$ cat config.mk
export PLATFORM = sky130hd
export DESIGN_NAME = cnn_sched
export DESIGN_NICKNAME = d
export VERILOG_FILES = /design/src/rtl/cnn_pkg.sv /design/src/rtl/sat_cnt.sv /design/src/rtl/cnn_sched.sv
export SDC_FILE = /design/constraint.sdc
export NUM_CORES = 1
export LEC_CHECK = 0
export CORE_UTILIZATION = 49
export DETAILED_ROUTE_END_ITERATION = 12
export HOLD_SLACK_MARGIN = 0.12
export PLACE_DENSITY_LB_ADDON = 0.15
export SKIP_LAST_GASP = 1
export SYNTH_ARGS = -nofsm -noshare
export SYNTH_HDL_FRONTEND = slang
export SYNTH_SLANG_ARGS = --single-unit
$ cat constraint.sdc
create_clock -name clk -period 1.5 [get_ports clk]
set_input_delay 0.225 -clock clk [delete_from_list [all_inputs] [get_ports clk]]
set_output_delay 0.225 -clock clk [all_outputs]
set_load 0.02 [all_outputs]
$ cat src/rtl/cnn_pkg.sv
// Shared types and default constants for the conv-2 frame scheduler.
package cnn_pkg;

   // Scheduler FSM states.
   typedef enum logic [2:0] {
      IDLE,
      ISSUE,
      WAIT,
      DRAIN,
      DONE
   } sched_state_t;

   localparam int N_POS_DEF  = 100;
   localparam int N_WORD_DEF = 100;
   localparam int WD_MAX_DEF = 31;

   localparam int POS_W  = 7;
   localparam int WORD_W = 10;

endpackage

$ cat src/rtl/sat_cnt.sv
// Saturating up-counter with synchronous clear; holds at MAX once reached.
module sat_cnt #(
   parameter int W   = 10,
   parameter int MAX = 1023
) (
   input  logic         clk,
   input  logic         rst_n,
   input  logic         i_clr,
   input  logic         i_inc,
   output logic [W-1:0] o_cnt
);

   logic [W-1:0] r_cnt;
   logic         w_at_max;

   assign w_at_max = (r_cnt == W'(MAX));

   // Count register: reset and clear win over increment; stop at MAX.
   // NOTE: sequential state uses non-blocking (<=) so every flop samples pre-edge values.
   always_ff @(posedge clk) begin
      if (!rst_n) begin
         r_cnt <= '0;
      end else if (i_clr) begin
         r_cnt <= '0;
      end else if (i_inc && !w_at_max) begin
         r_cnt <= r_cnt + W'(1);
      end
   end

   assign o_cnt = r_cnt;

endmodule

$ cat src/rtl/cnn_sched.sv
// Conv-2 frame scheduler: issues one start per position, waits on the
// datapath, drains pooled output words and closes the frame with tx_done.
module cnn_sched
   import cnn_pkg::*;
#(
   parameter int N_POS  = N_POS_DEF,
   parameter int N_WORD = N_WORD_DEF,
   parameter int WD_MAX = WD_MAX_DEF
) (
   input  logic       clk,
   input  logic       rst_n,
   input  logic       frm_strt,
   input  logic       abort,
   input  logic       src_vld,
   input  logic       l2_bsy,
   input  logic       word_vld,
   output logic       strt,
   output logic       src_ack,
   output logic       tx_done,
   output logic       busy,
   output logic [6:0] pos_cnt,
   output logic       err
);

   localparam int WD_W = $clog2(WD_MAX + 1);

   sched_state_t      r_state;
   sched_state_t      w_nxt;
   logic [POS_W-1:0]  r_pos;
   logic              r_busy;
   logic              r_err;

   logic [WORD_W-1:0] w_word_cnt;
   logic [WD_W-1:0]   w_wd_cnt;

   logic w_accept;
   logic w_issue;
   logic w_done;
   logic w_in_frame;
   logic w_word_en;
   logic w_word_full;
   logic w_word_ovf;
   logic w_drain_ok;
   logic w_wd_expire;
   logic w_err_set;

   assign w_accept    = (r_state == IDLE) && frm_strt;
   assign w_in_frame  = (r_state == ISSUE) || (r_state == WAIT) || (r_state == DRAIN);
   assign w_word_en   = w_in_frame && word_vld;
   assign w_word_full = (w_word_cnt == WORD_W'(N_WORD));
   assign w_word_ovf  = w_word_en && w_word_full;
   // The final word arriving in this very cycle already completes the frame.
   assign w_drain_ok  = w_word_full || (word_vld && (w_word_cnt == WORD_W'(N_WORD - 1)));
   // Expiry happens on the WD_MAX-th WAIT cycle if the datapath is still busy.
   assign w_wd_expire = (r_state == WAIT) && l2_bsy && (w_wd_cnt == WD_W'(WD_MAX - 1));
   assign w_err_set   = (w_wd_expire && !abort) || w_word_ovf;

   // Pooled output words consumed during the active part of the frame.
   sat_cnt #(
      .W   (WORD_W),
      .MAX (N_WORD)
   ) u_word_cnt (
      .clk   (clk),
      .rst_n (rst_n),
      .i_clr (w_accept),
      .i_inc (w_word_en),
      .o_cnt (w_word_cnt)
   );

   // Cycles spent in WAIT for the current position; zero marks the first one.
   sat_cnt #(
      .W   (WD_W),
      .MAX (WD_MAX)
   ) u_wd_cnt (
      .clk   (clk),
      .rst_n (rst_n),
      .i_clr (r_state != WAIT),
      .i_inc (r_state == WAIT),
      .o_cnt (w_wd_cnt)
   );

   // State register.
   always_ff @(posedge clk) begin
      if (!rst_n) begin
         r_state <= IDLE;
      end else begin
         r_state <= w_nxt;
      end
   end

   // Next-state and pulse decode; abort overrides every other exit.
   // NOTE: every output of this block gets a default first, so no path can infer a latch.
   always_comb begin
      w_nxt   = r_state;
      w_issue = 1'b0;
      w_done  = 1'b0;
      unique case (r_state)
         IDLE: begin
            if (frm_strt) w_nxt = ISSUE;
         end
         ISSUE: begin
            if (abort) begin
               w_nxt = DONE;
            end else if (src_vld && !l2_bsy) begin
               w_issue = 1'b1;
               w_nxt   = WAIT;
            end
         end
         WAIT: begin
            if (abort || w_wd_expire) begin
               w_nxt = DONE;
            end else if ((w_wd_cnt != '0) && !l2_bsy) begin
               w_nxt = (r_pos == POS_W'(N_POS)) ? DRAIN : ISSUE;
            end
         end
         DRAIN: begin
            if (abort || w_drain_ok) w_nxt = DONE;
         end
         DONE: begin
            w_done = 1'b1;
            w_nxt  = IDLE;
         end
         default: w_nxt = IDLE;
      endcase
   end

   // Position count: cleared on frame accept, bumped on each start.
   always_ff @(posedge clk) begin
      if (!rst_n) begin
         r_pos <= '0;
      end else if (w_accept) begin
         r_pos <= '0;
      end else if (w_issue) begin
         r_pos <= r_pos + POS_W'(1);
      end
   end

   // Busy spans frame accept through the tx_done cycle.
   always_ff @(posedge clk) begin
      if (!rst_n) begin
         r_busy <= 1'b0;
      end else if (w_accept) begin
         r_busy <= 1'b1;
      end else if (r_state == DONE) begin
         r_busy <= 1'b0;
      end
   end

   // Sticky error, cleared only when a new frame is accepted.
   always_ff @(posedge clk) begin
      if (!rst_n) begin
         r_err <= 1'b0;
      end else if (w_accept) begin
         r_err <= 1'b0;
      end else if (w_err_set) begin
         r_err <= 1'b1;
      end
   end

   assign strt    = w_issue;
   assign src_ack = w_issue;
   assign tx_done = w_done;
   assign busy    = r_busy;
   assign pos_cnt = r_pos;
   assign err     = r_err;

endmodule
==> Word level (Yosys, flattened, before mapping) <==
Index checks and enable logic that the tools add are counted.
{ "totals": {"elab_cells": 65, "out_inout_bits": 12, "inputBits": 7, "ff_bits": 27} }
{ "classes": {"add_sub_neg": 3, "n_reduce_logical": 27, "n_eq_ne": 14, "n_mux": 14, "bitwise": 1} }
{ "ops": {"columns": ["operator", "n"], "rows": [
  ["10-bit by 7-bit == test with 1-bit output, second input constant", 2],
  ["3-bit 2-to-1 mux", 6],
  ["3-bit one-hot mux with 4 select lines", 1],
  ["1-bit logical AND", 11],
  ["10-bit by 1-bit adder with 10-bit output, second input constant", 1],
  ["5-bit == test, second input constant", 2],
  ["7-bit by 1-bit adder with 7-bit output, second input constant", 1],
  ["7-bit == test, second input constant", 1],
  ["3-bit by 2-bit == test with 1-bit output, second input constant", 2],
  ["1-bit logical OR", 6],
  ["1-bit 2-to-1 mux", 6],
  ["3-bit by 2-bit != test with 1-bit output, second input constant", 2],
  ["5-bit by 1-bit adder with 5-bit output, second input constant", 1],
  ["5-bit nonzero test", 1],
  ["1-bit zero test", 4],
  ["4-bit AND reduction", 1],
  ["2-bit OR reduction", 2],
  ["3-bit by 1-bit == test with 1-bit output, second input constant", 1],
  ["3-bit == test, second input constant", 1],
  ["3-bit zero test", 1],
  ["3-bit != test, second input constant", 1],
  ["2-bit 2-to-1 mux", 1],
  ["2-bit by 1-bit != test with 1-bit output, second input constant", 1],
  ["2-bit != test, second input constant", 1],
  ["2 further kinds", 2]
]} }

==> Depth between registers and ports, before layout <==
Gate-level depths: netlist of the first run.
{ "depth": {"ltp_word": 6, "depth_mapped": 6, "mapped_depth_nobuf": 6} }

==> Cells and area by module <==
Synthesis of the first run repeated with hierarchy kept, for this count alone.
{ "unflattened": {"cells_unflattened": 189, "area_unflattened_um2": 1575.3} }
{ "modules_own_cells": {"columns": ["module", "n_inst", "cells_each", "area_each_um2", "seq_area_each_um2"], "rows": [
  ["cnn_sched", 1, 94, 768.2, 240.2],
  ["sat_cnt at u_word_cnt", 1, 69, 568.0, 200.2],
  ["sat_cnt at u_wd_cnt", 1, 26, 239.0, 100.1]
]} }

==> Least setup slack after synthesis of the first run <==
No wires, ideal clock.
{ "synth_path": {"path_type": "register to register", "start": "register r_state[0]", "end": "register r_pos[6] (netlist: pos_cnt[6])", "n_path_buf": 1, "synth_period_minus_slack_ns": 1.486, "stages_incl_launch_ff": 6, "required_time_ns": 1.430, "t_arrival_ns": 1.416, "setup_slack_ns": 0.014, "setup_ns": 0.070, "path_cell_list": "dfxtp_1 buf_6 and4bb_4 nand4_4 or4_1 a21oi_1"} }
{ "synth_between": {"elab_chain_cells": 3, "word_cells_on_any_way": 5, "classes_between": "1 x eq/ne; 1 x mux; 3 x reduce/logical"} }
{ "synth_rtl": {"columns": ["item", "line", "source"], "rows": [
  ["start: declaration", "cnn_sched.sv:27", "sched_state_t r_state;"],
  ["start signal: assignment", "cnn_sched.sv:87", "r_state <= w_nxt;"],
  ["3-bit zero test", "cnn_sched.sv:47", "assign w_accept = (r_state == IDLE) && frm_strt;"],
  ["1-bit logical AND", "cnn_sched.sv:47", null],
  ["2-bit OR reduction (no line)", null, null],
  ["end signal: assignment", "cnn_sched.sv:134", "r_pos <= r_pos + POS_W'(1);"],
  ["end: declaration", "cnn_sched.sv:29", "logic [POS_W-1:0] r_pos;"]
]} }
Parallel ways exist; a longest one is shown, timed or not.
A chain may end at the register's enable or synchronous reset.

==> Worst setup path in the final report of the first run <==
{ "layout_path": {"start": "input port abort", "end": "register r_pos[6] (netlist: pos_cnt[6])"} }
{ "layout_between": {"elab_chain_cells": 2} }
{ "layout_rtl": {"columns": ["item", "line", "source"], "rows": [
  ["start: declaration", "cnn_sched.sv:13", "input logic abort,"],
  ["1-bit 2-to-1 mux", "cnn_sched.sv:102", "if (abort) begin"],
  ["1-bit 2-to-1 mux", "cnn_sched.sv:97", "unique case (r_state)"]
]} }
Every way passes these cells.

==> impl_metrics.ini, run 1 <==
[sta]
tightestPinTransition_ns = 0.415
drv_slew = 0
skew_ns = 0.00487
fin_crit_ns = 1.53
relSlewSlack_pct = 72.0
hold_violations = 0
fin_crit_sh_pct = 102
holdWs_ns = 0.445
fmaxAchievable_mhz = 656
grt_setup_unrepaired = true
fin_ws_ns = -0.0250
setup_violations = 4

[pwr]
peakVddDrop_v = 0.000462
p_leak_nw = 0.834
power_density_nw_per_um2 = 603

[clocking]
cts_tree = yes
clk_pin_slew_ns = 0.16
clk_path_buf_depth = 2
numCtsBuffers = 3
h-tree-depth = 1
clock-sinks = 27
clock_latency_ns = 0.33
cts_root_buf = clkbuf_4

[yosys]
async_flop_share_pct = 0
ys_seq_elements = 27
yosysSeqAreaShare_pct = 35.4
yosys_warnings = 0
synthFlopType = dfxtp_1
syn_inst = 172
synth_cell_type_count = 46
syn-cell-area_um2 = 1530
synth.avg_cell_area_um2 = 8.87
syn-num-nets = 187
synth-edff-count = 0

[die]
die_y_um = 57.8
initial_core_util_pct = 53.5
core_area_um2 = 2850
dieWidth_um = 57.8
die_area_um2 = 3340
rows = 19
pin_count = 19

[finish]
area_growth_pct = 36.3
final_cell_area_um2 = 2080
nets = 238
utilization_pct = 72.9
n_antenna_cell = 0
drive_above_1_share_pct = 35.6

[run]
maxCapViolCount = 0

[worst_hold_path]
hold_path.class = in2reg

[worst_setup_path]
crit_buf_inv = 2
crit_end = pos_cnt[6]
critPathTopFamily = simple AND/OR/NAND/NOR gates
reg2reg_to = pos_cnt[6]
reg2reg_slack_ns = -0.03
timing.rr.start = r_state[0]
cpPeakStageDelay_ns = 0.43
r2r_cells = 5
crit_start = abort
crit_slowest_cell = clkdlybuf4s50_1
cp.required_ns = 1.78
start_kind = primary input
endpoint_kind = flip-flop
arrival_ns = 1.80
critPathKind = in2reg
crit_path_cell_trace = clkdlybuf4s50_1 > and4bb_4 > buf_6 > nand4_4 > or4_1 > a21oi_1
crit_fanout = 5
crit_cells = 6

[placement]
hpwl_mm = 2.77
place_congestion = 0.868
place_area_um2 = 1910
dp_slack_ns = -0.470
numPortBuffers = 18

[routing]
vias = 1445
wl_mm = 3.75
antenna_left = 0
vias_per_cell = 5.71
drt_iter0_markers = 58
post_drt_wl_per_cell_um = 14.8
firstDrtPassIters = 8
drc = 3

[grt]
overflow = 0
antenna_found_initial = 0
grt_max_degree = 17
first_global_vias = 1497
grt_pass1_wl_mm = 6.57
grt.total_usage_pct = 25.0

[run_status]
violations = DRC, setup timing
status = complete, but fails checks
==> synthesized netlist by cell type (2+ instances only) <==
library cell	number	area (µm²)
dfxtp_1	27	541
nor2_1	17	63.8
nand2_1	12	45.0
a21oi_1	11	55.1
ha_1	8	100
inv_1	8	30.0
o21ai_0	8	40.0
nand3_1	7	35.0
xor2_1	7	61.3
nand4_1	5	31.3
or3_1	5	31.3
and2_1	4	25.0
buf_4	4	30.0
nor4b_1	4	35.0
o31ai_1	4	30.0
nor2b_1	3	18.8
a31oi_1	2	12.5
and3_1	2	12.5
buf_2	2	10.0
mux2i_1	2	20.0
nand4b_1	2	17.5
o21bai_1	2	15.0
or4_1	2	15.0
xnor2_1	2	17.5
==> report_power, final <==
| group | switching (W) | leakage [nW] | internal, W |
|---|---|---|---|
| registers | 0.00000797 | 0.224 | 0.000723 |
| clock network | 0.000238 | 0.0139 | 0.000102 |
| logic | 0.0000891 | 0.596 | 0.0000952 |
==> layer usage <==
metal | routed length (µm) | up-vias | share of wire [%] | track usage [%]
met4 | 39 | 0 | 1.0 | 10.5
met5 | 0 | - | 0 | 0
li1 | - | 715 | - | -
met2 | 1940 | 32 | 52 | 44.7
met3 | 106 | 4 | 2.8 | 2.01
met1 | 1660 | 694 | 44 | 30.8
==> area by class of cell <==
type	instances	area, µm²
clock buffer	3	22.5
clock inverter	1	7.51
fill	221	773
inverter	8	30.0
multi-input combinational	130	982
sequential	27	561
tap	31	38.8
timing repair buffer	53	438
==> per-stage QoR <==
stage,total power [W],setup TNS [ns],std cells
2_1_floorplan,0.000834,0,172
3_3_place_gp,0.000908,-3.92,243
3_5_place_dp,0.000912,-4.54,243
4_1_cts,0.00125,-0.344,250
5_1_grt,0.00131,-0.450,253
6_report,0.00125,-0.0516,253
==> cell usage in the layout (no fill, tap or decap), types with 3 or more instances in the layout <==
cell,synthesis,layout
buf_4,4,35
dfxtp_1,27,17
nor2_1,17,16
nand2_1,12,10
a21oi_1,11,10
dlygate4sd2_1,0,9
inv_1,8,7
nand3_1,7,7
xor2_1,7,7
o21ai_0,8,7
dfxtp_2,0,7
nand4_1,5,5
or3_1,5,5
ha_1,8,5
clkdlybuf4s50_1,0,5
and2_1,4,4
o31ai_1,4,3
nor2b_1,3,3
ha_2,0,3
clkbuf_4,0,3
buf_6,1,3
dfxtp_4,0,3
==> how the worst min path moves through the flow <==
stage / from / end / cells after the start
final: l2_bsy / r_state[2] / 5
after global routing: l2_bsy / r_state[2] / 5
after CTS: u_word_cnt.o_cnt[8] / u_word_cnt.o_cnt[8] / 2
after detailed placement: u_word_cnt.o_cnt[6] / u_word_cnt.o_cnt[6] / 2
after global placement: u_word_cnt.o_cnt[9] / u_word_cnt.o_cnt[9] / 2
after floorplan: rst_n / r_state[1] / 2
==> worst min-delay path, stage by stage <==
cell            delay, ns
dlymetal6s2s_1       0.10
buf_4                0.13
nor2_1               0.06
o21bai_2             0.20
nor4b_4              0.05
==> what timing repair did <==
item / in CTS / in global routing
cloned: 0 / 0
buffers inserted: 3 / 3
pin swaps: 6 / 8
resized for setup: 26 / 36
hold buffers: 0 / 0
endpoints found under the setup margin: 25 / 29
==> kinds of logic after synthesis <==
logic type                 after synthesis  share of synthesized area, %
AOI/OAI and AO/OA                       33                          14.0
xor gates and xnor gates                 9                          5.17
adders and majority gates                8                          6.56
buffers and inverters                   15                          5.33
DFF                                     27                          35.4
muxes                                    2                          1.31
and+or+nand+nor                         78                          32.2
==> sequential cells by signal, indices dropped and copies added (netlist names) <==
register and count:
err 1, pos_cnt 7, r_state 3, u_wd_cnt.o_cnt 5
busy 1, u_word_cnt.o_cnt 10
Note: power is estimated with default switching activity, not from simulation.
==> run 2: changes to the inputs <==
CTS_BUF_LIST = sky130_fd_sc_hd__clkbuf_8 sky130_fd_sc_hd__clkbuf_16   (was not set)
PLACE_DENSITY_LB_ADDON = 0.3   (was 0.15)
==> run 2 against run 1 <==
Compared with the run above:
- the flow still finishes with violations (DRC, setup timing)
- register-to-register slack hardly changed
- core utilization is 1.7 points higher
- worst hold slack worse by 0.0077 ns
- clock-buffer cell count stayed put
- via count is 0.28% lower
- final area is 2.3% higher
- global-route usage is 1.8 points lower
- clock skew is 0.0032 ns lower
- combinational power hardly changed
- non-clock buffer count stayed put
- clock power is 29% higher
- largest cell class unchanged
- highest routed layer unchanged
==> impl_metrics.ini, run 2 (synthesis gave the netlist of run 1 again) <==
[run_status]
status = complete, but fails checks
violations = DRC, setup timing

[sta]
fin_crit_ns = 1.52
relSlewSlack_pct = 68.6
fmaxAchievable_mhz = 656
setup_violations = 4
hold_violations = 0
tightestPinTransition_ns = 0.464
final.setup.tns_ns = -0.0421
skew_ns = 0.00163
fin_crit_sh_pct = 102
fin_ws_ns = -0.0241
drv_slew = 0
grt_setup_unrepaired = true

[clocking]
cts_root_buf = clkbuf_8
clk_path_buf_depth = 2
clk_pin_slew_ns = 0.10
h-tree-depth = 1
hold_buffers = 0
cts_tree = yes
numCtsBuffers = 3
clock-sinks = 27
clock_latency_ns = 0.28

[routing]
wl_mm = 3.83
antenna_left = 0
vias = 1441
vias_per_cell = 5.70
drc = 2
firstDrtPassIters = 10
post_drt_wl_per_cell_um = 15.1
drt_iter0_markers = 80

[worst_setup_path]
endpoint_kind = flip-flop
critPathKind = reg2reg
crit_path_cell_trace = or4b_4 > nor3_4 > buf_6 > o211ai_1 > o31ai_1
crit_fanout = 6
cpPeakStageDelay_ns = 0.57
arrival_ns = 1.71
crit_slowest_cell = or4b_4
start_kind = flip-flop
cp.required_ns = 1.69

[finish]
nets = 238
n_antenna_cell = 0
mostFrequentLayoutCells = 31 x buf_4, 19 x dfxtp_1, 17 x nor2_1
drive_above_1_share_pct = 35.6
largest_reg_flops = 10
num-fill-cells = 206
area_growth_pct = 39.5
final_common_cell = buf_4

[die]
die_y_um = 57.8
pin_count = 19
die_area_um2 = 3340
initial_core_util_pct = 53.5
rows = 19
core_area_um2 = 2850
dieWidth_um = 57.8

[pwr]
peakVddDrop_v = 0.000355
p_leak_nw = 0.865
power_density_nw_per_um2 = 637

[placement]
hpwl_mm = 2.62
numPortBuffers = 18
place_congestion = 0.805
dp_slack_ns = -0.499

[grt]
grt_pass1_wl_mm = 6.09
grt_max_degree = 18
antenna_found_initial = 0
first_global_vias = 1397
grt.total_usage_pct = 23.2
overflow = 0

[run]
maxCapViolCount = 0

[worst_hold_path]
hold_path.class = in2reg
[run 2: area by class of cell]
| class | count | area, µm² | area share (%) |
|---|---|---|---|
| well taps | 31 | 38.8 | 1.82 |
| clock buffers | 3 | 41.3 | 1.94 |
| flip-flops and latches | 27 | 553 | 26.0 |
| clock inverters | 1 | 7.51 | 0.353 |
| repair buffers | 53 | 458 | 21.5 |
| inverters | 8 | 30.0 | 1.41 |
| multi-input cells | 130 | 1000 | 47.0 |
[run 2: path summary, 6_finish.rpt]
check / startpoint / end / slack [ns] / cells past startpoint
max: u_word_cnt.o_cnt[8] / u_word_cnt.o_cnt[1] / -0.02 / 5
min: src_vld / r_state[0] / 0.44 / 5
max reg2reg: u_word_cnt.o_cnt[8] / u_word_cnt.o_cnt[1] / -0.02 / 5
min reg2reg: u_word_cnt.o_cnt[6] / u_word_cnt.o_cnt[6] / 0.50 / 2
[run 2: worst max-delay path, delay by kind of cell, from the launching register on]
kind	cells	cell delay, ns
and+or+nand+nor	2	0.74
DFF	1	0.34
AOI/OAI and AO/OA	2	0.20
buffers and inverters	1	0.15
[run 2: metrics by stage]
step	power, W	utilization (%)	hold WS (ns)	cell area (µm²)	cells
floorplan	0.000834	-	0.366	1530	172
detailed placement	0.000915	67.1	0.488	1920	242
finish	0.00136	74.6	0.437	2130	253
CTS	0.00134	71.0	0.503	2020	251
global placement	0.000911	67.1	0.467	1920	242
global route	0.00140	74.6	0.495	2130	253
[run 2: per-layer routing]
metal	track usage [%]	vias to the layer above	share of wire (%)
met4	8.16	0	1.9
li1	-	722	-
met2	41.4	31	51
met5	0	-	0
met3	3.57	10	2.9
met1	28.3	678	45
[run 2: report_power, final]
group | switching, W | internal (W) | total, W | leakage [nW]
Clock | 0.000251 | 0.000189 | 0.000440 | 0.0217
Sequential | 0.00000895 | 0.000725 | 0.000733 | 0.222
Combinational | 0.0000882 | 0.0000939 | 0.000182 | 0.621
Total | 0.000348 | 0.00101 | 0.00136 | 0.865
[run 2: timing repair]
item,4_1_cts,5_1_grt
gates resized for setup,31,32
endpoints found under the setup margin,22,27
pin swaps,4,6
cloned,0,0
buffers inserted,5,2
==> run 3: changes to the inputs <==
CORE_UTILIZATION = 40   (was 49)
HOLD_SLACK_MARGIN = not set   (was 0.12)
==> run 3 against run 2 <==
Compared with the run above:
- the run now ends clean
- clock-buffer cell count unchanged
- worst hold slack better by 0.070 ns
- sequential power hardly changed
- non-clock buffer count down 6
- via count fell by 4.0%
- final area fell by 2.5%
- register-to-register slack gained 0.04 ns
- maximum frequency increased by 3.0%
- clock skew is 0.0016 ns higher
- total power decreased by 3.1%
- critical path type unchanged
- largest cell class unchanged
==> impl_metrics.ini, run 3 (synthesis gave the netlist of run 1 again) <==
[die]
core_area_um2 = 3660
initial_core_util_pct = 41.7
dieWidth_um = 63.8
pin_count = 19
die_area_um2 = 4060
rows = 22
die_y_um = 63.8

[sta]
fin_crit_ns = 1.48
fin_crit_sh_pct = 98.7
fin_ws_ns = 0.0198
final.setup.tns_ns = 0
hold_violations = 0
tightestPinTransition_ns = 0.433
drv_slew = 0
skew_ns = 0.00323
relSlewSlack_pct = 70.7
setup_violations = 0
grt_setup_unrepaired = true
fmaxAchievable_mhz = 676

[routing]
post_drt_wl_per_cell_um = 13.1
antenna_left = 0
drt_iter0_markers = 57
firstDrtPassIters = 4
wl_mm = 3.45
vias_per_cell = 5.24
vias = 1384
drc = 0

[placement]
place_area_um2 = 1910
place_congestion = 0.783
hpwl_mm = 2.49
dp_slack_ns = -0.476
numPortBuffers = 18
placed_cells = 256

[grt]
overflow = 0
first_global_vias = 1299
grt_max_degree = 18
grt_pass1_wl_mm = 5.71
grt.total_usage_pct = 17.5
antenna_found_initial = 0

[clocking]
h-tree-depth = 1
cts_tree = yes
numCtsBuffers = 3
clk_pin_slew_ns = 0.09
cts_root_buf = clkbuf_8
clk_path_buf_depth = 2
hold_buffers = 0
clock-sinks = 27
clock_latency_ns = 0.27

[pwr]
peakVddDrop_v = 0.000444
finalPower_w = 0.00131
p_leak_nw = 0.841
power_density_nw_per_um2 = 633

[run_status]
status = complete, no violations

[worst_setup_path]
cp.required_ns = 1.66
arrival_ns = 1.64
critPathKind = reg2reg
endpoint_kind = flip-flop
start_kind = flip-flop
crit_fanout = 7

[finish]
num-fill-cells = 334
nets = 232
final_cell_area_um2 = 2070
n_antenna_cell = 0
drive_above_1_share_pct = 32.9
stdcell_count = 264
area_growth_pct = 36.0
mostFrequentLayoutCells = 24 x buf_4, 19 x dfxtp_1, 17 x nor2_1
final_common_cell = buf_4
largest_reg_flops = 10

[run]
maxCapViolCount = 0

[worst_hold_path]
hold_path.class = reg2reg
-- run 3: repair_timing --
item | 4_1_cts | 5_1_grt
setup endpoints to repair | 19 | 27
cloned | 0 | 0
setup buffers | 3 | 1
gates resized for setup | 33 | 27
pin swaps | 6 | 12
-- run 3: per-stage QoR --
stage                     hold slack, ns  util (%)
final                              0.507      56.7
after global routing               0.545      56.7
after CTS                          0.499      54.7
after detailed placement           0.484      52.3
after global placement             0.462      52.3
after floorplan                    0.366         -
-- run 3: worst paths after layout --
kind / start / to / slack [ns] / depth (start not counted)
max: u_word_cnt.o_cnt[8] / u_word_cnt.o_cnt[0] / 0.02 / 5
min: pos_cnt[1] / pos_cnt[1] / 0.51 / 2
max reg2reg: u_word_cnt.o_cnt[8] / u_word_cnt.o_cnt[0] / 0.02 / 5
min reg2reg: pos_cnt[1] / pos_cnt[1] / 0.51 / 2
-- run 3: power breakdown --
part           internal, W  switching (W)
Combinational    0.0000926      0.0000843
Clock             0.000183       0.000223
Sequential        0.000722     0.00000880
-- run 3: per-layer routing --
| metal | vias to the layer above | share of wire (%) | global-route usage (%) |
|---|---|---|---|
| met5 | - | 0 | 0 |
| met4 | 0 | 0.23 | 2.84 |
| met3 | 2 | 1.4 | 2.14 |
| met2 | 8 | 54 | 32.7 |
| met1 | 667 | 44 | 21.4 |
| li1 | 707 | - | - |
-- run 3: cell type report --
| type | count | area (µm²) | share of cell area (%) |
|---|---|---|---|
| clock buffer | 3 | 41.3 | 1.99 |
| clock inverter | 1 | 3.75 | 0.181 |
| inverter | 8 | 30.0 | 1.45 |
| multi-input combinational | 130 | 970 | 46.7 |
| sequential | 27 | 558 | 26.9 |
| tap | 48 | 60.1 | 2.90 |
| timing repair buffer | 47 | 412 | 19.8 |
-- run 3: worst max-delay path, cell delays in order, from the launching register on --
cell,delay (ns)
dfxtp_2,0.34
or4b_4,0.57
nor3_4,0.16
buf_6,0.15
or3_1,0.10
a21oi_1,0.05
